--- src/rtl/code_port_arbiter_pkg.sv ---
// Shared definitions for the code RAM port arbiter.
//   acc_state_e : debug access sequencer state (IDLE -> PEND -> RESP).
package code_port_arbiter_pkg;

    typedef enum logic [1:0] {
        ST_IDLE = 2'd0,  // no debug access in flight
        ST_PEND = 2'd1,  // request latched, waiting for a cycle without a taken branch
        ST_RESP = 2'd2   // RAM has been accessed, acknowledge this cycle
    } acc_state_e;

endpackage

--- src/rtl/code_port_arbiter.sv ---
// Code RAM port arbiter: shares the single-port synchronous code RAM between
// the fetch stage and the debug/loader port, and gives the debugger
// halt / single-step control over fetch.
//
// Ports
//   clock, reset        : clock, synchronous active-high reset
//   fetch_addr          : instruction address from the fetch stage
//   call_performed      : taken branch/call this cycle, fetch must not stall
//   fetch_stall         : to fetch stage no_operation (combinational)
//   dbg_req/we/addr/wdata : level debug request, held until dbg_ack
//   dbg_ack, dbg_rdata  : one-cycle completion pulse and read data (0 otherwise)
//   dbg_halt, dbg_step  : halt level, single-step pulse
//   halted              : fetch is halted
//   mem_addr/we/wdata   : RAM request, mem_rdata has one cycle latency
module code_port_arbiter
    import code_port_arbiter_pkg::*;
#(
    parameter int ADDR_SIZE    = 18,
    parameter int WORD_SIZE    = 18,
    parameter bit RESET_HALTED = 1'b0
) (
    input  logic                 clock,
    input  logic                 reset,
    input  logic [ADDR_SIZE-1:0] fetch_addr,
    input  logic                 call_performed,
    output logic                 fetch_stall,
    input  logic                 dbg_req,
    input  logic                 dbg_we,
    input  logic [ADDR_SIZE-1:0] dbg_addr,
    input  logic [WORD_SIZE-1:0] dbg_wdata,
    output logic                 dbg_ack,
    output logic [WORD_SIZE-1:0] dbg_rdata,
    input  logic                 dbg_halt,
    input  logic                 dbg_step,
    output logic                 halted,
    output logic [ADDR_SIZE-1:0] mem_addr,
    output logic                 mem_we,
    output logic [WORD_SIZE-1:0] mem_wdata,
    input  logic [WORD_SIZE-1:0] mem_rdata
);

    acc_state_e           state_q, state_d;
    logic                 we_q, we_d;
    logic [ADDR_SIZE-1:0] addr_q, addr_d;
    logic [WORD_SIZE-1:0] wdata_q, wdata_d;
    logic                 halted_q, halted_d;
    logic                 step_pending_q, step_pending_d;

    logic access_cycle;
    logic step_go;

    // A taken branch always keeps the port: the access waits in PEND.
    assign access_cycle = (state_q == ST_PEND) && !call_performed;

    // A pending debug access wins over a pending step; the step simply
    // fires on the next cycle the port is free.
    assign step_go = halted_q && step_pending_q && !access_cycle;

    always_comb begin
        state_d        = state_q;
        we_d           = we_q;
        addr_d         = addr_q;
        wdata_d        = wdata_q;
        halted_d       = halted_q;
        step_pending_d = step_pending_q;

        case (state_q)
            ST_IDLE: begin
                if (dbg_req) begin
                    we_d    = dbg_we;
                    addr_d  = dbg_addr;
                    wdata_d = dbg_wdata;
                    state_d = ST_PEND;
                end
            end
            ST_PEND: begin
                if (!call_performed) begin
                    state_d = ST_RESP;
                end
            end
            // dbg_req is still the just-served request here, so it is ignored.
            ST_RESP: state_d = ST_IDLE;
            default: state_d = ST_IDLE;
        endcase

        // Halt entry is deferred while a branch is being taken so the branch
        // target is fetched before fetch freezes.
        if (!dbg_halt) begin
            halted_d = 1'b0;
        end else if (!call_performed) begin
            halted_d = 1'b1;
        end

        step_pending_d = (step_pending_q && !step_go) || (dbg_step && halted_q);
    end

    always_ff @(posedge clock) begin
        if (reset) begin
            state_q        <= ST_IDLE;
            we_q           <= 1'b0;
            addr_q         <= '0;
            wdata_q        <= '0;
            halted_q       <= RESET_HALTED;
            step_pending_q <= 1'b0;
        end else begin
            state_q        <= state_d;
            we_q           <= we_d;
            addr_q         <= addr_d;
            wdata_q        <= wdata_d;
            halted_q       <= halted_d;
            step_pending_q <= step_pending_d;
        end
    end

    // The only call_performed -> output path; a branch is never dropped,
    // not even while halted.
    assign fetch_stall = !call_performed && (access_cycle || (halted_q && !step_go));

    assign mem_addr  = access_cycle ? addr_q : fetch_addr;
    assign mem_we    = access_cycle && we_q;
    assign mem_wdata = wdata_q;

    // RESP is the cycle after the RAM access, so mem_rdata already holds
    // the addressed word.
    assign dbg_ack   = (state_q == ST_RESP);
    assign dbg_rdata = (dbg_ack && !we_q) ? mem_rdata : '0;
    assign halted    = halted_q;

endmodule

--- config.mk ---
export PLATFORM = sky130hd
export DESIGN_NAME = code_port_arbiter
export DESIGN_NICKNAME = d
export VERILOG_FILES = /design/src/rtl/code_port_arbiter_pkg.sv /design/src/rtl/code_port_arbiter.sv
export SDC_FILE = /design/constraint.sdc
export NUM_CORES = 1
export LEC_CHECK = 0
export ABC_AREA = 1
export CAP_MARGIN = 20
export CORE_MARGIN = 5
export CORE_UTILIZATION = 37
export DETAILED_ROUTE_END_ITERATION = 10
export GPL_TIMING_DRIVEN = 0
export HOLD_SLACK_MARGIN = 0.05
export PLACE_DENSITY = 0.86
export SETUP_SLACK_MARGIN = 0.5
export SLEW_MARGIN = 20
export SYNTH_ARGS = -nofsm -noshare
export SYNTH_HDL_FRONTEND = slang
export SYNTH_SLANG_ARGS = --single-unit
--- constraint.sdc ---
create_clock -name clock -period 2.3 [get_ports clock]
set_input_delay 0.46 -clock clock [delete_from_list [all_inputs] [get_ports clock]]
set_output_delay 0.46 -clock clock [all_outputs]
set_load 0.1 [all_outputs]
# Word level (Yosys, flattened, before mapping)
# Index checks and enable logic that the tools add are counted.
# word_totals
register_bits	41
word_cells	35
# classes
eq_ne	4
n_mux	5
bitwise	1
reduce_logical	19
# ops
op	n
18-bit two-way mux	2
1-bit logical AND	9
1-bit logical NOT	4
2-bit two-way mux	2
2-bit inequality test, second input constant	2
2-bit case mux with 2 select lines	1
2-bit AND reduction	2
2-bit by 1-bit equality test with 1-bit output, second input constant	1
2-bit equality test, second input constant	1
2-bit logical NOT	1
1-bit logical OR	2
2-bit OR reduction	1
1-bit inverter	1

# Logic depth before layout (Yosys ltp)
# Gate-level depths: netlist (run 1).
# depth
word_depth	8
mapped_depth	6

# Worst setup path before layout (run 1)
# No wires, ideal clock.
# synth_path
path_type	register to output
from	register state_q[1]
to	output dbg_rdata[10]
arrival_time_ns	3.496
required_time_ns	1.840
slack_ns	-1.656
path_stages_with_launch	6
n_path_buf	1
path_cell_list	dfxtp_1 inv_1 nor2_1 nand2_2 buf_6 nor2_1
# synth_between
elab_chain_len	3
# synth_rtl
element	line	text
start: declaration	code_port_arbiter.sv:42	acc_state_e state_q, state_d;
start signal: assignment	code_port_arbiter.sv:106	state_q <= state_d;
2-bit equality test	code_port_arbiter.sv:125	assign dbg_ack = (state_q == ST_RESP);
named net dbg_ack	code_port_arbiter.sv:31	output logic dbg_ack,
1-bit logical AND	code_port_arbiter.sv:126	assign dbg_rdata = (dbg_ack && !we_q) ? mem_rdata : '0;
18-bit two-way mux	code_port_arbiter.sv:126	
end: declaration	code_port_arbiter.sv:32	output logic [WORD_SIZE-1:0] dbg_rdata,
# The timed path passes the listed nets, and every way through them passes these cells.

# Final worst setup path (run 1)
# layout_path
from	register state_q[1]
to	output dbg_rdata[10]
# layout_between
elab_chain_len	3
# layout_rtl
element	line
2-bit equality test	code_port_arbiter.sv:125
1-bit logical AND	code_port_arbiter.sv:126
18-bit two-way mux	code_port_arbiter.sv:126
# No other way between the ends.

==> results of run 1 <==
[sequential cells by signal, summed over array words and instances, names as in the netlist]
register        count
addr_q             18
halted              1
mem_wdata          18
state_q             2
step_pending_q      1
we_q                1
[metrics by stage]
step	hold slack (ps)	cells	TNS [ps]
after global placement	450	482	-24520
after global routing	465	503	0
after detailed placement	454	482	-25650
after floorplan	443	280	-9.81
after CTS	463	498	0
final	447	503	0
[layout make-up]
type | count | share of cell area
timing repair buffer | 147 | 0.431
multi-input combinational | 183 | 0.265
sequential | 41 | 0.185
buffer | 17 | 0.0398
inverter | 40 | 0.0346
tap | 67 | 0.0187
clock buffer | 6 | 0.0184
clock inverter | 2 | 0.00836
[worst max-delay path: stages (launching register included)]
cell                      delay, ps
sky130_fd_sc_hd__dfxtp_2        360
sky130_fd_sc_hd__inv_4           60
sky130_fd_sc_hd__nor2_4         220
sky130_fd_sc_hd__nand2_8        110
sky130_fd_sc_hd__buf_12         160
sky130_fd_sc_hd__nor2_4         120
sky130_fd_sc_hd__buf_12         190
[layer usage]
metal	routed length, µm	vias up	track usage
met5	0	-	0
met4	472	0	0.118
met3	1090	46	0.108
met2	5020	193	0.521
met1	3550	1219	0.284
li1	-	1165	-
[kinds of logic (layout without fill, tap and decap cells)]
kind of cell / count (synthesis) / count (layout)
AOI/OAI and AO/OA: 59 / 59
and+or+nand+nor: 123 / 124
buffers and inverters: 57 / 212
DFF: 41 / 41
[what timing repair did]
item,in CTS,in global routing
gates resized for setup,424,11
setup endpoints to repair,58,39
gates cloned,3,2
pin swaps,5,8
buffers inserted,5,3
[cells in the mapped netlist (all sizes together)]
cell type,instances,area share
nand2,98,0.20
dfxtp,41,0.44
inv,40,0.082
a21oi,39,0.10
nor2,23,0.048
o21ai,20,0.054
buf,11,0.051
clkbuf,6,0.012
nand3,2,0.0054
[worst max path at each step]
stage          slack (ps)            end            from  cells past startpoint
2_1_floorplan         -10  dbg_rdata[10]      state_q[1]                      5
3_3_place_gp         -960    mem_addr[9]  call_performed                      7
3_5_place_dp        -1030    mem_addr[9]  call_performed                      7
4_1_cts               350  dbg_rdata[10]      state_q[1]                      6
5_1_grt               250  dbg_rdata[10]      state_q[1]                      6
6_report              290  dbg_rdata[10]      state_q[1]                      6
[where the power goes]
| part | switching (mW) | internal, mW | total [mW] | leakage, nW |
|---|---|---|---|---|
| registers | 0.0312 | 0.754 | 0.785 | 0.339 |
| logic | 0.658 | 0.383 | 1.04 | 1.39 |
| clock network | 0.276 | 0.353 | 0.629 | 0.0574 |
| total | 0.966 | 1.49 | 2.46 | 1.79 |
==> results.txt, run 1 <==
- The repair_antennas step left the layout with diodes totalling 0.
* Area added between synthesis and finish: 141%
- The die covers 0.00655 mm².
- STA classifies the critical path startpoint as a flip-flop.
- #FFs+latches synth: 41
- Fin nets: 514
- Synthesis produced a netlist with a net count of 359.
- Once detail routing completed, the nets flagged for antenna violations numbered 0.
* VDD IR max: 556 µV
- The detailed router finished its first iteration with 167 violations.
- In the global route stage, overall resource usage came out at 0.283.
- Share of the synthesized area in compound gates (AO/OA/AOI/OAI): 0.158
* First-pass GRT wire length: 13800 µm
- After detailed routing, the number of vias per cell comes to 5.21.
- Fraction of layout cells with a size suffix above 1: 0.339
- Of all nets on the critical path, the largest fanout is 5.
- The total overflow left after global routing is 0.
- Minimum clock period after layout: between 2000 and 2500 ps
- From left edge to right edge, the die measures about 81 µm.
- Fill cells in the final layout number 172.
- Initial antenna violation count: 0
- Across the run, the number of max-cap violations was 0.
* Worst flop-to-flop path startpoint: state_q[1]
- Clock skew on the completed layout was measured at 4.44 ps.
- Entering global routing, the biggest net connects 14 pins.
- Category of the worst setup path capture point: output pin
* Number of iterations in the first detailed-routing pass: 4
- Pre-CTS setup slack: -1030 ps
* Final worst setup slack: between 200 and 300 ps
* HP Start: call_performed
- The tree is rooted in a sky130_fd_sc_hd__clkbuf_8.
- The congestion estimate from routability-driven global placement came to 0.742.
- Core Box Area: 0.00482 mm²
- In this run the static leakage power is between 1.5 and 2 nW.
* Top-level port count: 137
- Proportion of synthesized chip area in sequential cells: 0.441
* Starting utilization of the core area: 0.387
- Number of DRC violations after detailed routing: 0
- Summing all multi-input logic gate instances after layout gives 0.00119 mm².
- The H-tree generated during clock tree synthesis spans 2 levels.
- Of the total synthesized cell area, the portion taken by AND, OR, NAND and NOR gates is 0.256.
- For the worst setup path, the data required time is 1840 ps.
- Of the total synthesized cell area, the portion taken by full adders, half adders and majority gates is 0.
- After synthesis the cells add up to 0.00186 mm².
- Distinct cell type count of the synthesized netlist: 15
- Type of the setup path with the least slack: reg -> out
- Area share of xor/xnor cells in the synthesized design: 0
- Actual slew at the worst max-slew pin: 578 ps
* IO Port Bufs: 135
* Worst skew pair latency: 310 ps
- The via count of the first global-routing pass is 2673.
* Arrival time of the worst setup path: 1550 ps
* Total power after layout: 2.46 mW
- The flow ran to the end, and the final reports show no timing, DRC or antenna violations.
- Vias post-DR: around 2600
* Highest clock rate: 0.498 GHz
- The worst register-to-register path ends at addr_q[14].
- Syn Area/Cell: between 6 and 7 µm²
- Worst min path class: in -> reg
* Total area of sequential cells: 830 µm²
- The total count of hold-check failures in the final report was 0.
* Vert. Die Dim: 81.0 µm
- Wires add up to 10100 µm.
- Final non-filler cell area: 0.00449 mm²
- CTS saw 41 sinks.
* Number of warnings printed during yosys synthesis: 0
* Maximum clock path buffer count: 2
- Detailed placement finished with a half-perimeter wire length of 5410 µm.
* Most common cell after layout, fill and taps aside: sky130_fd_sc_hd__nand2_1
- Once layout is complete, the utilization of the core stands at 0.932.
* Average routed wire per standard cell: 20.2 µm
* Headroom to the max-slew limit: 0.616
- Buffers inserted during clock tree synthesis total 5.
* Combinational family with the most area after synthesis: simple AND/OR/NAND/NOR gates
* Cell count of the worst reg-to-reg path: 8
* Max-slew violations: 0
- Setup violations remaining at the end of the flow were counted as 0.
- For hold timing, the worst endpoint is state_q[0].
- Reg clk slew, reported paths: 80 ps
* Post-Syn Instances: 280
- Hold Crit Depth: 3
- Measured against the total synthesized area, the mux share comes to 0.
* Instance area after placement: 0.00371 mm²
- Power Dens Cells: 547 mW/mm²
- RSZ-0062 raised after global routing: true
- Of the available clock period, the critical path in the final layout requires 0.872.
- In this run the register-to-register setup slack is 740 ps.
* Clock tree from TritonCTS: built
- Buffers inserted to repair hold after CTS numbered 0.
- Commonest cells after routing, fill and taps aside: 90 x sky130_fd_sc_hd__nand2_1, 76 x sky130_fd_sc_hd__clkdlybuf4s50_1, 41 x sky130_fd_sc_hd__buf_12
* FP Rows: 25
Power figures use the tool's default switching activity.
==> run 2: changes to the inputs <==
CORE_UTILIZATION = 30   (was 37)
CTS_BUF_LIST = sky130_fd_sc_hd__clkbuf_4   (was not set)
PLACE_DENSITY = 0.72   (was 0.86)
==> results.txt, run 2 (synthesized netlist as in run 1, its figures left out) <==
- The worst register-to-register path begins at state_q[1].
- The routability-driven placement congestion ratio came to 0.690 (-7.0%).
- Reg clk slew, reported paths: 120 ps (+40 ps)
- Pre-CTS setup slack: -1010 ps (+23.5 ps)
- Number of diodes: 0 (unchanged)
- The count of cell instances traversed by the critical path is 6 (unchanged).
- Vias in the first global route: 2238 (-16%)
- The total count of hold-check failures in the final report is 0 (unchanged).
- Area added between synthesis and finish: 139%
- The initial antenna violation count was 0 (unchanged).
* IO Port Bufs: 135 (unchanged)
- The area of the core region was 0.00599 mm² (+24%).
* VDD IR max: 348 µV (-37%)
- The final core utilization is 0.742 (-0.190).
* Clock tree from TritonCTS: built
- The aggregate global routing overflow was 0 (unchanged).
- Setup slack of the most critical reg-to-reg path: 1030 ps (+290 ps)
* Hold Crit Depth: 2 (-1)
- Most common cell after layout, fill and taps aside: sky130_fd_sc_hd__nand2_1
- # Max-Cap Violations: 0 (unchanged)
* Number of DRC violations after detailed routing: 0 (unchanged)
- Commonest cells after routing, fill and taps aside: 85 x sky130_fd_sc_hd__nand2_1, 76 x sky130_fd_sc_hd__clkdlybuf4s50_1, 43 x sky130_fd_sc_hd__buf_12
- Headroom to the max-slew limit: 0.627 (+0.0114)
- Number of iterations in the first detailed-routing pass: 4 (unchanged)
- Maximum clock path buffer count: 2 (unchanged)
- Leakage power figure: 1.77 nW (-0.84%)
* Reg2Reg Capture Point: addr_q[6]
* Mean number of vias per cell: 4.51 (-13%)
- The aggregate global-route resource usage came to 0.182 (-0.101).
- Average routed wire per standard cell: 14.1 µm (-30%)
- Iteration-0 DRC count of the detailed router: 59 (-65%)
- The flow ran to the end, and the final reports show no timing, DRC or antenna violations.
- CTS H-Tree Depth: 2 (unchanged)
- The total number of clock tree sinks came to 41 (unchanged).
* Inst Count DP: 490 (+1.7%)
- The clock latency on the worst-skew pair came to 340 ps (+30 ps).
* Slowest Stage Delay on Critical Path: 350 ps (about the same)
- Tcrit/Tclk final: 0.859 (-0.0135)
- The startpoint identified for the worst hold timing path is reset.
- Max-slew violations: 0 (unchanged)
- The ratio of total power to cell area is 507 mW/mm² (-7.2%).
- First-pass GRT wire length: 11200 µm (-19%)
- CP Buf/Inv Count: 4 (+1)
- Clock root buffer: sky130_fd_sc_hd__clkbuf_4
- Type of the setup path with the least slack: reg -> out
* Count of final setup violators: 0 (unchanged)
- Cell family contributing the most delay on the critical path: buffers and inverters
- Actual slew at the worst max-slew pin: 561 ps (-17.1 ps)
- Category of the worst setup path capture point: output pin
- FP Rows: 28 (+12%)
- The arrival time reported for the critical path endpoint came to 1520 ps (-30 ps).
* Hold bufs inserted after CTS: 0 (unchanged)
* Highest clock rate: 0.506 GHz (+1.6%)
* Total negative slack: 0 ps (unchanged)
- The proportion of layout cells with a drive suffix above 1 was 0.338 (-0.00149).
* Post-detailed-route count of antenna-violating nets: 0 (unchanged)
* Critical Path RT: 1840 ps (about the same)
- Final worst setup slack: 324 ps (+30.9 ps)
- Top-level port count: 137 (unchanged)
- Vert. Die Dim: 88.8 µm (+9.7%)
- The effective utilization at floorplan was 0.311 (-0.0758).
- Setup repair after global routing could not meet its margin everywhere.
- The HPWL reported at the end of detailed placement is 5170 µm (-4.5%).
- Cell count of the worst reg-to-reg path: 7 (-1)
- Vias post-DR: 2287 (-13%)
* CTS Buf Count: 5 (unchanged)
- The largest fanout on the critical path came to 5 (unchanged).
- Slowest-stage cell, CP: sky130_fd_sc_hd__dfxtp_2
- Endpoint, Worst Hold: mem_wdata[8]
* Worst path cell trace: inv_4, nand3_4, buf_12, clkbuf_16, o21ai_4, buf_12
- The detailed-route wire length is 7140 µm (-30%).
* Overall die area: 0.00789 mm² (+20%)
- The die extent in x came to 88.8 µm (+9.7%).
- The clock skew is 8.76 ps (+4.31 ps).
* Cell Count, Final, Fillers Out: 507 (+0.80%)
* Crit path top cell by count: sky130_fd_sc_hd__buf_12
* Pin count of the biggest net entering global routing: 13 (-1)
- The tightest min-delay check is of the in -> reg type.
* Fin nets: 510 (-0.78%)
- The shortest clock period the worst path allows after layout is 1980 ps (-30.9 ps).
* Category of the worst setup path launch point: flip-flop
[run 2: cell types whose count changed in the layout (fill, tap and decap cells not counted), sizes merged]
cell           change
clkinv             +1
clkinvlp           -1
bufbuf             +1
clkdlybuf4s15      -2
clkdlybuf4s18      +2
buf                -3
clkbuf             -1
nand2              -1
[run 2: per-stage QoR]
| step | hold slack [ps] | instance area (µm²) | power, mW |
|---|---|---|---|
| 2_1_floorplan | 443 | 2270 | 1.41 |
| 3_3_place_gp | 450 | 3720 | 1.67 |
| 3_5_place_dp | 454 | 3720 | 1.68 |
| 4_1_cts | 381 | 4410 | 2.27 |
| 5_1_grt | 374 | 4450 | 2.37 |
| 6_report | 401 | 4450 | 2.26 |
[run 2: worst max-delay path by stage]
stage                         startpoint            end  slack [ps]
after floorplan               state_q[1]  dbg_rdata[10]         -10
after global placement    call_performed    mem_addr[8]        -960
after detailed placement  call_performed   mem_addr[16]       -1010
after CTS                     state_q[1]    mem_addr[6]         280
after global routing          state_q[1]    mem_addr[3]         240
final                         state_q[1]    mem_addr[1]         320
[run 2: metal layers]
layer | vias up | track usage | wire length [µm]
li1 | 1158 | - | -
met1 | 1020 | 0.198 | 2690
met2 | 102 | 0.331 | 3500
met3 | 7 | 0.0726 | 873
met4 | 0 | 0.0385 | 77
met5 | - | 0 | 0
[run 2: final cells by class]
cell class	instances	area, µm²
repair buffers	144	1900
fillers	431	1550
multi-input cells	182	1200
flip-flops and latches	41	830
plain buffers	17	184
inverters	40	155
well taps	75	93.8
clock buffers	6	45.0
clock inverters	2	33.8
[run 2: worst reg2reg max path, cell delays in order, from the launching register on]
cell and delay, ps:
sky130_fd_sc_hd__dfxtp_2 350, sky130_fd_sc_hd__buf_4 130, sky130_fd_sc_hd__nor2_2 140, sky130_fd_sc_hd__nand2_4 80, sky130_fd_sc_hd__inv_4 110, sky130_fd_sc_hd__buf_4 190
sky130_fd_sc_hd__nand2_1 70, sky130_fd_sc_hd__a21oi_1 140
[run 2: where the power goes]
group / switching [mW] / internal, mW / leakage [nW]
sequential: 0.0241 / 0.754 / 0.339
clock: 0.230 / 0.238 / 0.0433
combinational: 0.622 / 0.387 / 1.39
total: 0.876 / 1.38 / 1.77
[run 2: timing repair]
| action | CTS | global route |
|---|---|---|
| pin swaps | 5 | 2 |
| setup buffers | 6 | 0 |
| setup endpoints to repair | 58 | 41 |
| gates cloned | 2 | 1 |
| resized for setup | 431 | 11 |
==> run 3: changes to the inputs <==
CAP_MARGIN = not set   (was 20)
==> results of run 3 <==
The final DEF is identical to that of run 2; final timing and power are the same.
